===== src/rtl/instruction_fetch.sv =====
// Instruction fetch unit: issues sequential word fetches, buffers in-order
// responses in a small FIFO for decode, and handles PC redirects by flushing
// the buffer and dropping responses to requests already in flight.
module instruction_fetch #(
  parameter logic [31:0] RESET_PC = 32'h0000_0000,
  parameter int unsigned DEPTH    = 4
) (
  input  logic        clk,
  input  logic        reset,
  output logic        imem_req_valid,
  input  logic        imem_req_ready,
  output logic [31:0] imem_req_addr,
  input  logic        imem_rsp_valid,
  input  logic [31:0] imem_rsp_data,
  input  logic        redirect_valid,
  input  logic [31:0] redirect_pc,
  output logic        inst_valid,
  input  logic        inst_ready,
  output logic [31:0] inst,
  output logic [31:0] inst_pc
);

  localparam int unsigned PW = (DEPTH > 1) ? $clog2(DEPTH) : 1;
  localparam int unsigned CW = PW + 1;
  localparam logic [31:0] RESET_PC_A = {RESET_PC[31:2], 2'b00};

  logic [31:0]   fetch_pc_q, fetch_pc_d;
  logic [31:0]   head_pc_q, head_pc_d;
  logic [PW-1:0] wr_ptr_q, wr_ptr_d;
  logic [PW-1:0] rd_ptr_q, rd_ptr_d;
  logic [CW-1:0] count_q, count_d;
  logic [CW-1:0] inflight_q, inflight_d;
  logic [CW-1:0] discard_q, discard_d;
  logic [31:0]   fifo_q [DEPTH];
  logic [31:0]   fifo_d [DEPTH];

  logic [CW:0]   occupancy;
  logic          req_fire;
  logic          pop;
  logic          drop_rsp;
  logic          push;
  logic [31:0]   redirect_pc_a;

  // Requests in flight plus buffered words bound the FIFO, so a slot is
  // always reserved for every outstanding response.
  assign occupancy      = {1'b0, inflight_q} + {1'b0, count_q};
  assign imem_req_valid = ~reset & ~redirect_valid & (occupancy < (CW+1)'(DEPTH));
  assign imem_req_addr  = fetch_pc_q;

  assign inst_valid     = ~reset & (count_q != '0);
  assign inst           = fifo_q[rd_ptr_q];
  assign inst_pc        = head_pc_q;

  assign req_fire       = imem_req_valid & imem_req_ready;
  assign pop            = inst_valid & inst_ready;
  assign drop_rsp       = imem_rsp_valid & (discard_q != '0);
  assign push           = imem_rsp_valid & ~drop_rsp & ~redirect_valid;
  assign redirect_pc_a  = redirect_pc & 32'hFFFF_FFFC;

  // Next-state: redirect flushes everything; otherwise fetch, response and pop
  // update independently.
  always_comb begin
    fetch_pc_d = fetch_pc_q;
    head_pc_d  = head_pc_q;
    wr_ptr_d   = wr_ptr_q;
    rd_ptr_d   = rd_ptr_q;
    count_d    = count_q;
    inflight_d = inflight_q;
    discard_d  = discard_q;
    fifo_d     = fifo_q;

    if (redirect_valid) begin
      fetch_pc_d = redirect_pc_a;
      head_pc_d  = redirect_pc_a;
      wr_ptr_d   = '0;
      rd_ptr_d   = '0;
      count_d    = '0;
      // Every request still outstanding after this cycle returns stale data.
      inflight_d = inflight_q - CW'(imem_rsp_valid);
      discard_d  = inflight_q - CW'(imem_rsp_valid);
    end else begin
      if (req_fire) begin
        fetch_pc_d = fetch_pc_q + 32'd4;
      end
      inflight_d = inflight_q + CW'(req_fire) - CW'(imem_rsp_valid);
      if (drop_rsp) begin
        discard_d = discard_q - CW'(1);
      end
      if (push) begin
        fifo_d[wr_ptr_q] = imem_rsp_data;
        wr_ptr_d         = wr_ptr_q + PW'(1);
      end
      if (pop) begin
        rd_ptr_d  = rd_ptr_q + PW'(1);
        head_pc_d = head_pc_q + 32'd4;
      end
      count_d = count_q + CW'(push) - CW'(pop);
    end
  end

  // Control state registers with synchronous reset.
  always_ff @(posedge clk) begin
    if (reset) begin
      fetch_pc_q <= RESET_PC_A;
      head_pc_q  <= RESET_PC_A;
      wr_ptr_q   <= '0;
      rd_ptr_q   <= '0;
      count_q    <= '0;
      inflight_q <= '0;
      discard_q  <= '0;
    end else begin
      fetch_pc_q <= fetch_pc_d;
      head_pc_q  <= head_pc_d;
      wr_ptr_q   <= wr_ptr_d;
      rd_ptr_q   <= rd_ptr_d;
      count_q    <= count_d;
      inflight_q <= inflight_d;
      discard_q  <= discard_d;
    end
  end

  // Buffer storage; contents are qualified by count, so no reset is needed.
  always_ff @(posedge clk) begin
    fifo_q <= fifo_d;
  end

endmodule


===== config.mk =====
export PLATFORM = sky130hd
export DESIGN_NAME = instruction_fetch
export DESIGN_NICKNAME = d
export VERILOG_FILES = /design/src/rtl/instruction_fetch.sv
export SDC_FILE = /design/constraint.sdc
export NUM_CORES = 1
export LEC_CHECK = 0
export BUFFER_PORTS_ARGS = -buffer_cell sky130_fd_sc_hd__buf_2
export CELL_PAD_IN_SITES_DETAIL_PLACEMENT = 1
export CELL_PAD_IN_SITES_GLOBAL_PLACEMENT = 1
export CORE_MARGIN = 4
export CORE_UTILIZATION = 35
export CTS_BUF_LIST = sky130_fd_sc_hd__clkbuf_8
export DETAILED_ROUTE_END_ITERATION = 12
export PLACE_DENSITY_LB_ADDON = 0.1
export SLEW_MARGIN = 20
export SYNTH_ARGS = -nofsm -noshare
export SYNTH_HDL_FRONTEND = slang
export SYNTH_SLANG_ARGS = --single-unit

===== constraint.sdc =====
create_clock -name clk -period 6.1 [get_ports clk]
set_input_delay 0.305 -clock clk [delete_from_list [all_inputs] [get_ports clk]]
set_output_delay 0.305 -clock clk [all_outputs]
set_load 0.05 [all_outputs]

Word level (Yosys, flattened, before mapping)
Cells that the tools add are included.

Logic and storage cells: 62. Input port bits: 70. Flip-flop bits (word level): 205. Output and inout bits: 98.

Mux-type cells: 13. Add/subtract/negate cells: 11. Bitwise operators: 13. $lt $le $gt $ge: 4. Reductions and logical operators: 8.

Operators with widths (count): 32-bit 2-to-1 mux (7); 128-bit bitwise mux (1); 32-bit by 3-bit adder with 32-bit output (second input constant) (2); 32-bit binary-select mux with 2-bit select (1); 32-bit demux with 2-bit select (1); 3-bit 2-to-1 mux (3); 3-bit by 1-bit subtractor with 3-bit output (3); 1-bit AND (8); 3-bit by 1-bit adder with 3-bit output (2); 3-bit >= comparator (second input constant) (2); 2-bit NOT with 3-bit output (2); 2-bit nonzero test (3); 3-bit nonzero test (2); 2-bit by 1-bit adder with 2-bit output (second input constant) (2); 3-bit by 3-bit adder with 4-bit output (1); 4-bit by 3-bit less-than comparator with 1-bit output (second input constant) (1); 3-bit by 1-bit less-than comparator with 1-bit output (second input constant) (1); 1-bit NOT (3); 3-bit by 1-bit subtractor with 3-bit output (second input constant) (1); 2-bit AND reduction (1); 2-bit OR reduction (1); 1-bit logical AND (1).

Longest topological paths before layout
Gate-level depths: netlist of run 1.

Depth after elaboration: 7. Gate-level depth with buffers: 13. Depth with buffers taken out: 13.

Worst setup path after synthesis of run 1
Ideal clock, no wire load.

Path type: flip-flop to flip-flop. Start point: reg count_q[2]. End point: reg inflight_q[2]. Period minus slack after synthesis: 3.177 ns. Path buffers: 1. Cell stages (with the launch flop): 14. Data arrival time: 3.049 ns. Slack: 2.923 ns. Data required time: 5.972 ns. Setup time: 0.128 ns. Cells stage by stage: dfxtp_1 > ha_1 > or4b_4 > nor3_4 > inv_2 > clkbuf_1 > ha_1 > inv_1 > ha_1 > fa_1 > xor2_1 > o21ai_0 > xnor2_1 > nor2_1.

Word-level cells in the longest chain between the ends: 7.

RTL lines: start, declared (line 31) `logic [CW-1:0] count_q, count_d;`; start signal, assigned (line 116) `count_q <= count_d;`; 3-bit by 3-bit adder with 4-bit output (line 46) `assign occupancy = {1'b0, inflight_q} + {1'b0, count_q};`; 4-bit by 3-bit less-than comparator with 1-bit output (line 47) `assign imem_req_valid = ~reset & ~redirect_valid & (occupancy < (CW+1)'(DEPTH));`; 1-bit AND (line 47); 1-bit AND (line 54) `assign req_fire = imem_req_valid & imem_req_ready;`; 3-bit by 1-bit adder with 3-bit output (line 85) `inflight_d = inflight_q + CW'(req_fire) - CW'(imem_rsp_valid);`; 3-bit by 1-bit subtractor with 3-bit output (line 85); 3-bit 2-to-1 mux (line 72) `if (redirect_valid) begin`; end signal, assigned (line 117) `inflight_q <= inflight_d;`; end, declared (line 32) `logic [CW-1:0] inflight_q, inflight_d;`.

No other way between the ends. A chain may end at the register's enable or synchronous reset.

Worst setup path after layout of run 1
Same ends and word-level chain as after synthesis.

==> results of run 1 <==
[report_power, final]
part	switching, uW	total [uW]	internal, uW
clock	548	1100	550
sequential	47.2	1550	1500
combinational	293	418	125
total	888	3060	2180
[routing by layer]
layer | vias up | GRT usage, % | share of wire [%]
met5 | - | 0 | 0.028
met4 | 2 | 5.51 | 2.4
met3 | 45 | 5.33 | 6.9
met2 | 188 | 30.3 | 50
met1 | 3201 | 21.9 | 41
li1 | 2964 | - | -
[cell usage after synthesis, types with 3 or more instances]
library cell,instances,area (um2)
a211oi_1,17,128
a21boi_0,11,82.6
a21oi_1,20,100
a31oi_1,12,75.1
and2_1,9,56.3
and3_1,9,56.3
buf_1,3,11.3
buf_2,3,15.0
buf_4,5,37.5
clkbuf_1,25,93.8
dfxtp_1,73,1460
edfxtp_1,128,3840
ha_1,16,200
inv_1,22,82.6
mux2i_1,4,40.0
mux4_2,32,721
nand2_1,48,180
nand3_1,33,165
nand4_1,27,169
nor2_1,46,173
nor3_1,10,50.1
nor4_1,4,25.0
nor4b_1,3,26.3
o211ai_1,6,45.0
o21a_1,8,60.1
o21ai_0,10,50.1
o311ai_0,8,70.1
or3_1,7,43.8
or4_1,4,30.0
xnor2_1,21,184
xor2_1,25,219
[cells by family (layout without fill, tap and decap cells)]
kind of cell / after synthesis / count (layout) / share of synthesized area [%]
XOR/XNOR: 46 / 46 / 4.59
multiplexers: 36 / 36 / 8.67
adder cells (fa/ha/maj): 18 / 18 / 2.74
AND/OR/NAND/NOR: 215 / 215 / 12.9
flip-flops: 201 / 201 / 60.4
other: 1 / 4 / 0.0427
buffers and inverters: 59 / 277 / 2.78
AO/OA/AOI/OAI: 101 / 101 / 7.81
[sequential cells by signal, indices dropped and copies added, names as in the netlist]
register       count
discard_q          3
fifo_q           128
imem_req_addr     30
inst_pc           30
wr_ptr_q           2
inflight_q         3
count_q            3
rd_ptr_q           2
[worst paths after layout]
| kind | end | slack, ps | cells past startpoint |
|---|---|---|---|
| worst max-delay path | inflight_q[2] | 2350 | 12 |
| worst max register to register | inflight_q[2] | 2350 | 12 |
| worst min-delay path | fifo_q[9] | 30 | 1 |
| worst min register to register | wr_ptr_q[1] | 510 | 2 |
[layout make-up]
cell class / instances / area (um2)
Fill cell: 2657 / 13700
Sequential cell: 201 / 5310
Multi-Input combinational cell: 420 / 3250
Timing Repair Buffer: 191 / 1090
Clock buffer: 36 / 495
Tap cell: 324 / 405
Clock inverter: 27 / 113
Inverter: 23 / 86.3
[stage by stage]
step           hold slack [ps]  worst slack [ps]  utilization (%)
6_report                  26.8              2350             44.0
3_5_place_dp               507              2320             40.4
4_1_cts                  0.961              2310             44.0
2_1_floorplan              404              2920                -
5_1_grt                  0.560              2070             44.0
3_3_place_gp               476              2410             40.4
[critical path, stage by stage (launching register included)]
cell     delay [ps]
dfxtp_1         430
ha_1            290
or4b_4          590
nor3_4          460
inv_2           310
ha_1            360
inv_1            40
ha_1            180
fa_1            390
xor2_1          170
o21ai_0         200
xnor2_1         140
nor2_1           50
==> flow_summary.toml, run 1 <==
[status]
outcome = "complete, no violations"

[synthesis]
synth.distinct_cells = 52
synth_cells = 677
ys_ff_latch = 201
synth_area_per_cell_um2 = 13.0
synth-edff-count = 128
ys_warn_count = 0
syn_area_um2 = 8780
async_flop_share_pct = 0
synth-seq-area-share_pct = 60.4
ys.flop_type = "edfxtp_1"

[floorplan]
start_util_pct = 35.9
rows = 57
fp.dieArea_um2 = 27700
ioPinCount = 168
die_y_um = 166
core-area_um2 = 24500
die_w_um = 166

[hold_path]
hp-start = "imem_rsp_data[9]"
hold_class = "input port to flop"

[run]
cap_violations = 0

[pwr]
cellLeakagePower_uw = 0.00399
powerDensity_nw_per_um2 = 285
power_uw = 3060
ir_drop_mv = 0.116

[timing]
drv_slew = 0
finalSetupViolations = 0
tns_ps = 0
hold_viol = 0
relSlewSlack_pct = 37.5
fin_crit_sh_pct = 61.5
tightest_slew_ps = 937
clock.fmax_mhz = 266
min_period_ps = 3750
clock_skew_ps = 20.0
rsz0062_at_grt = "false"

[critical_path]
r2r-start = "count_q[2]"
cp_data_required_time_ps = 6470
worstSetupEndpointType = "flop"
critPathLaunch = "count_q[2]"
cp-start-kind = "flop"
criticalPathCategory = "flop to flop"
critPathMaxFanout = 19
arrival_ps = 4120

[detailed_routing]
wl_per_cell_um = 20.5
firstDrtPassIters = 6
drcViolationCount = 0
routed_wl_um = 25000
viasPerCell = 5.24
drtAntennaViolNets = 0
drt-initial-drc-count = 371
vias = 6400

[clocking]
clkTransAtPathRegs_ps = 60
cts_resized = 0
clk_latency_ps = 530
htreeDepth = 2
cts_tree = "built"
clock_sinks = 201
post_cts_buffers = 0
cts_buffers = 36
cts_max_path_buffers = 3
cts-root-buf = "clkbuf_8"
ctsHoldBuffers = 25

[place]
port-buffer-count = 161
place.gp.congestion = 0.760
dpl.cell_count = 1134
dp_hpwl_um = 17000
place_area_um2 = 9890

[grt]
grt_pass1_vias = 6934
grt_max_degree = 54
grt_first_pass_wirelength_um = 39400
overflow = 0
antenna_found_initial = 1
grt_use_total_pct = 17.8

[cells_and_area]
drive_above_1_share_pct = 28.5
fin_nets = 961
diodes = 0
final_cells = 1222
area_growth_pct = 22.5
final_common_cell = "buf_2"
final_cell_mix = "161 x buf_2, 128 x edfxtp_1, 71 x dfxtp_1"
final_area_um2 = 10800
(Power assumes the default switching activity.)
==> run 2: changes to the inputs <==
--- a/config.mk
+++ b/config.mk
@@ -5,6 +5,7 @@
 export SDC_FILE = /design/constraint.sdc
 export NUM_CORES = 1
 export LEC_CHECK = 0
+export ABC_AREA = 1
 export BUFFER_PORTS_ARGS = -buffer_cell sky130_fd_sc_hd__buf_2
 export CELL_PAD_IN_SITES_DETAIL_PLACEMENT = 1
 export CELL_PAD_IN_SITES_GLOBAL_PLACEMENT = 1
==> constraint.sdc (replaced) <==
create_clock -name clk -period 3.75 [get_ports clk]
set_input_delay 0.1875 -clock clk [delete_from_list [all_inputs] [get_ports clk]]
set_output_delay 0.1875 -clock clk [all_outputs]
set_load 0.05 [all_outputs]
==> flow_summary.toml, run 2 <==
[detailed_routing]
routed_wl_um = 31100
viasPerCell = 4.88
drcViolationCount = 0
drtAntennaViolNets = 0
wl_per_cell_um = 17.8
firstDrtPassIters = 5
drt-initial-drc-count = 356
vias = 8512

[clocking]
cts_max_path_buffers = 3
clk_latency_ps = 530
cts_buffers = 37
htreeDepth = 2
cts_resized = 0
cts-root-buf = "clkbuf_8"
cts_tree = "built"
clock_sinks = 201
ctsHoldBuffers = 37
post_cts_buffers = 0
clkTransAtPathRegs_ps = 60

[place]
dpl.cell_count = 1642
dp_hpwl_um = 21500
place.gp.congestion = 0.812
place_area_um2 = 10900
port-buffer-count = 161
post-place-ws_ps = 1050

[hold_path]
holdPathStages = 3
worstHoldEndpoint = "inst_pc[23]"
hold_class = "input port to flop"
hp-start = "redirect_pc[23]"

[grt]
antenna_found_initial = 0
grt_first_pass_wirelength_um = 48300
overflow = 0
grt_pass1_vias = 8806
grt_use_total_pct = 19.9
grt_max_degree = 66

[cells_and_area]
final_area_um2 = 12000
top_register = "fifo_q"
fin_nets = 1434
largest_reg_flops = 128
drive_above_1_share_pct = 18.4
final_cells = 1745
final_cell_mix = "251 x nand2_1, 174 x nor2_1, 161 x buf_2"
final_common_cell = "nand2_1"
diodes = 0
area_growth_pct = 23.7
num-fill-cells = 3234

[pwr]
ir_drop_mv = 0.241
power_uw = 5340
cellLeakagePower_uw = 0.00486
powerDensity_nw_per_um2 = 444

[synthesis]
ys.flop_type = "edfxtp_1"
syn_area_um2 = 9720
ys_warn_count = 0
synth-seq-area-share_pct = 54.6
async_flop_share_pct = 0
synth_area_leaders = "edfxtp_1 40%, dfxtp_1 15%, nand2_1 9.7%"
synth_area_per_cell_um2 = 8.53
synth_cells = 1140
synth_top_cell_area_share_pct = 39.5
yosysMostFrequentCell = "nand2_1"
synth-edff-count = 128
ys_ff_latch = 201
synth.distinct_cells = 39
synth_top_area_cell = "edfxtp_1"
synth_top_cells_by_count = "251 x nand2_1, 178 x nor2_1, 128 x edfxtp_1"

[critical_path]
r2r-end = "count_q[2]"
r2r_cells = 12
cpPeakStageDelay_ps = 420
cp-start-kind = "flop"
criticalPathCategory = "flop to flop"
crit_path_cell_trace = "inv_1 -> ha_1 -> ha_1 -> nand2_1 -> nor2_1 -> clkinv_1 -> ha_1 -> inv_1 -> ha_1 -> fa_1 -> o21ai_0 -> a21oi_1"
arrival_ps = 3120
rrSetupSlack_ps = 1050
critPathMaxFanout = 8
worstSetupEndpointType = "flop"
r2r-start = "discard_q[0]"
cp_data_required_time_ps = 4170
crit_path_frequent_cell = "ha_1"
cpMaxStageDelayCell = "ha_1"

[timing]
rsz0062_at_grt = "false"
clock_skew_ps = 20.7
relSlewSlack_pct = 34.3
tns_ps = 0
tightest_slew_ps = 984
worst_slack_ps = 1050
clock.fmax_mhz = 370
drv_slew = 0
min_period_ps = 2700
fin_crit_sh_pct = 72.1
finalSetupViolations = 0
hold_viol = 0

[floorplan]
ioPinCount = 168
die_w_um = 175
fp.dieArea_um2 = 30500
rows = 60
die_y_um = 175
start_util_pct = 35.9
core-area_um2 = 27100

[status]
outcome = "complete, no violations"

[run]
cap_violations = 0
-- run 2: cell count changes after synthesis, sizes merged, moves of 33 or more --
| cell | delta |
|---|---|
| nand3 | +33 |
| nand2 | +207 |
| inv | +86 |
| nor2 | +141 |
| o21ai | +90 |
| o22ai | +34 |
-- run 2: worst max-delay path by stage --
stage                            start          to  slack, ps  cells after the start
after floorplan           discard_q[0]   fifo_q[0]        970                      7
after global placement    discard_q[0]  count_q[2]       1100                     12
after detailed placement  discard_q[0]  count_q[2]       1050                     12
after CTS                 discard_q[0]  count_q[2]       1040                     12
after global routing      discard_q[1]  count_q[2]        780                     12
final                     discard_q[0]  count_q[2]       1050                     12
-- run 2: routing by layer --
metal  GRT usage [%]  up-vias  routed length (um)
met3            3.57       51                1370
met5               0        -                   0
met1            25.6     4063               13900
met4            5.83        0                 755
li1                -     4201                   -
met2            34.6      197               15100
-- run 2: layout make-up --
type	instances	area, um2	share of cell area, %
Clock buffer	43	592	4.92
Clock inverter	23	158	1.31
Inverter	112	423	3.52
Multi-Input combinational cell	783	3810	31.7
Sequential cell	201	5310	44.1
Tap cell	372	465	3.87
Timing Repair Buffer	211	1270	10.6
-- run 2: kinds of logic (layout without fill, tap and decap cells) --
logic type                 after synthesis  in the layout  share of synthesized area (%)
AOI/OAI and AO/OA                      201            201                           11.1
xor gates and xnor gates                21             21                           1.89
adders and majority gates               18             18                           2.47
buffers and inverters                  159            389                           6.67
DFF                                    201            201                           54.6
other                                    1              4                         0.0386
and+or+nand+nor                        539            539                           23.3
-- run 2: through the flow --
step / util [%] / hold slack [ps]
3_3_place_gp: 40.2 / 402
4_1_cts: 44.4 / 0.109
2_1_floorplan: - / 286
6_report: 44.4 / 14.6
3_5_place_dp: 40.2 / 408
5_1_grt: 44.4 / 4.80
-- run 2: power breakdown --
group | internal (uW) | switching (uW)
combinational | 198 | 496
sequential | 2430 | 78.7
clock | 1190 | 942
total | 3820 | 1520
-- run 2: worst max-delay path, delay by kind of cell, from the launching register on --
family	cells	cell delay, ps
adders and majority gates	5	1290
buffers and inverters	3	500
DFF	1	300
and+or+nand+nor	2	260
AOI/OAI and AO/OA	2	240
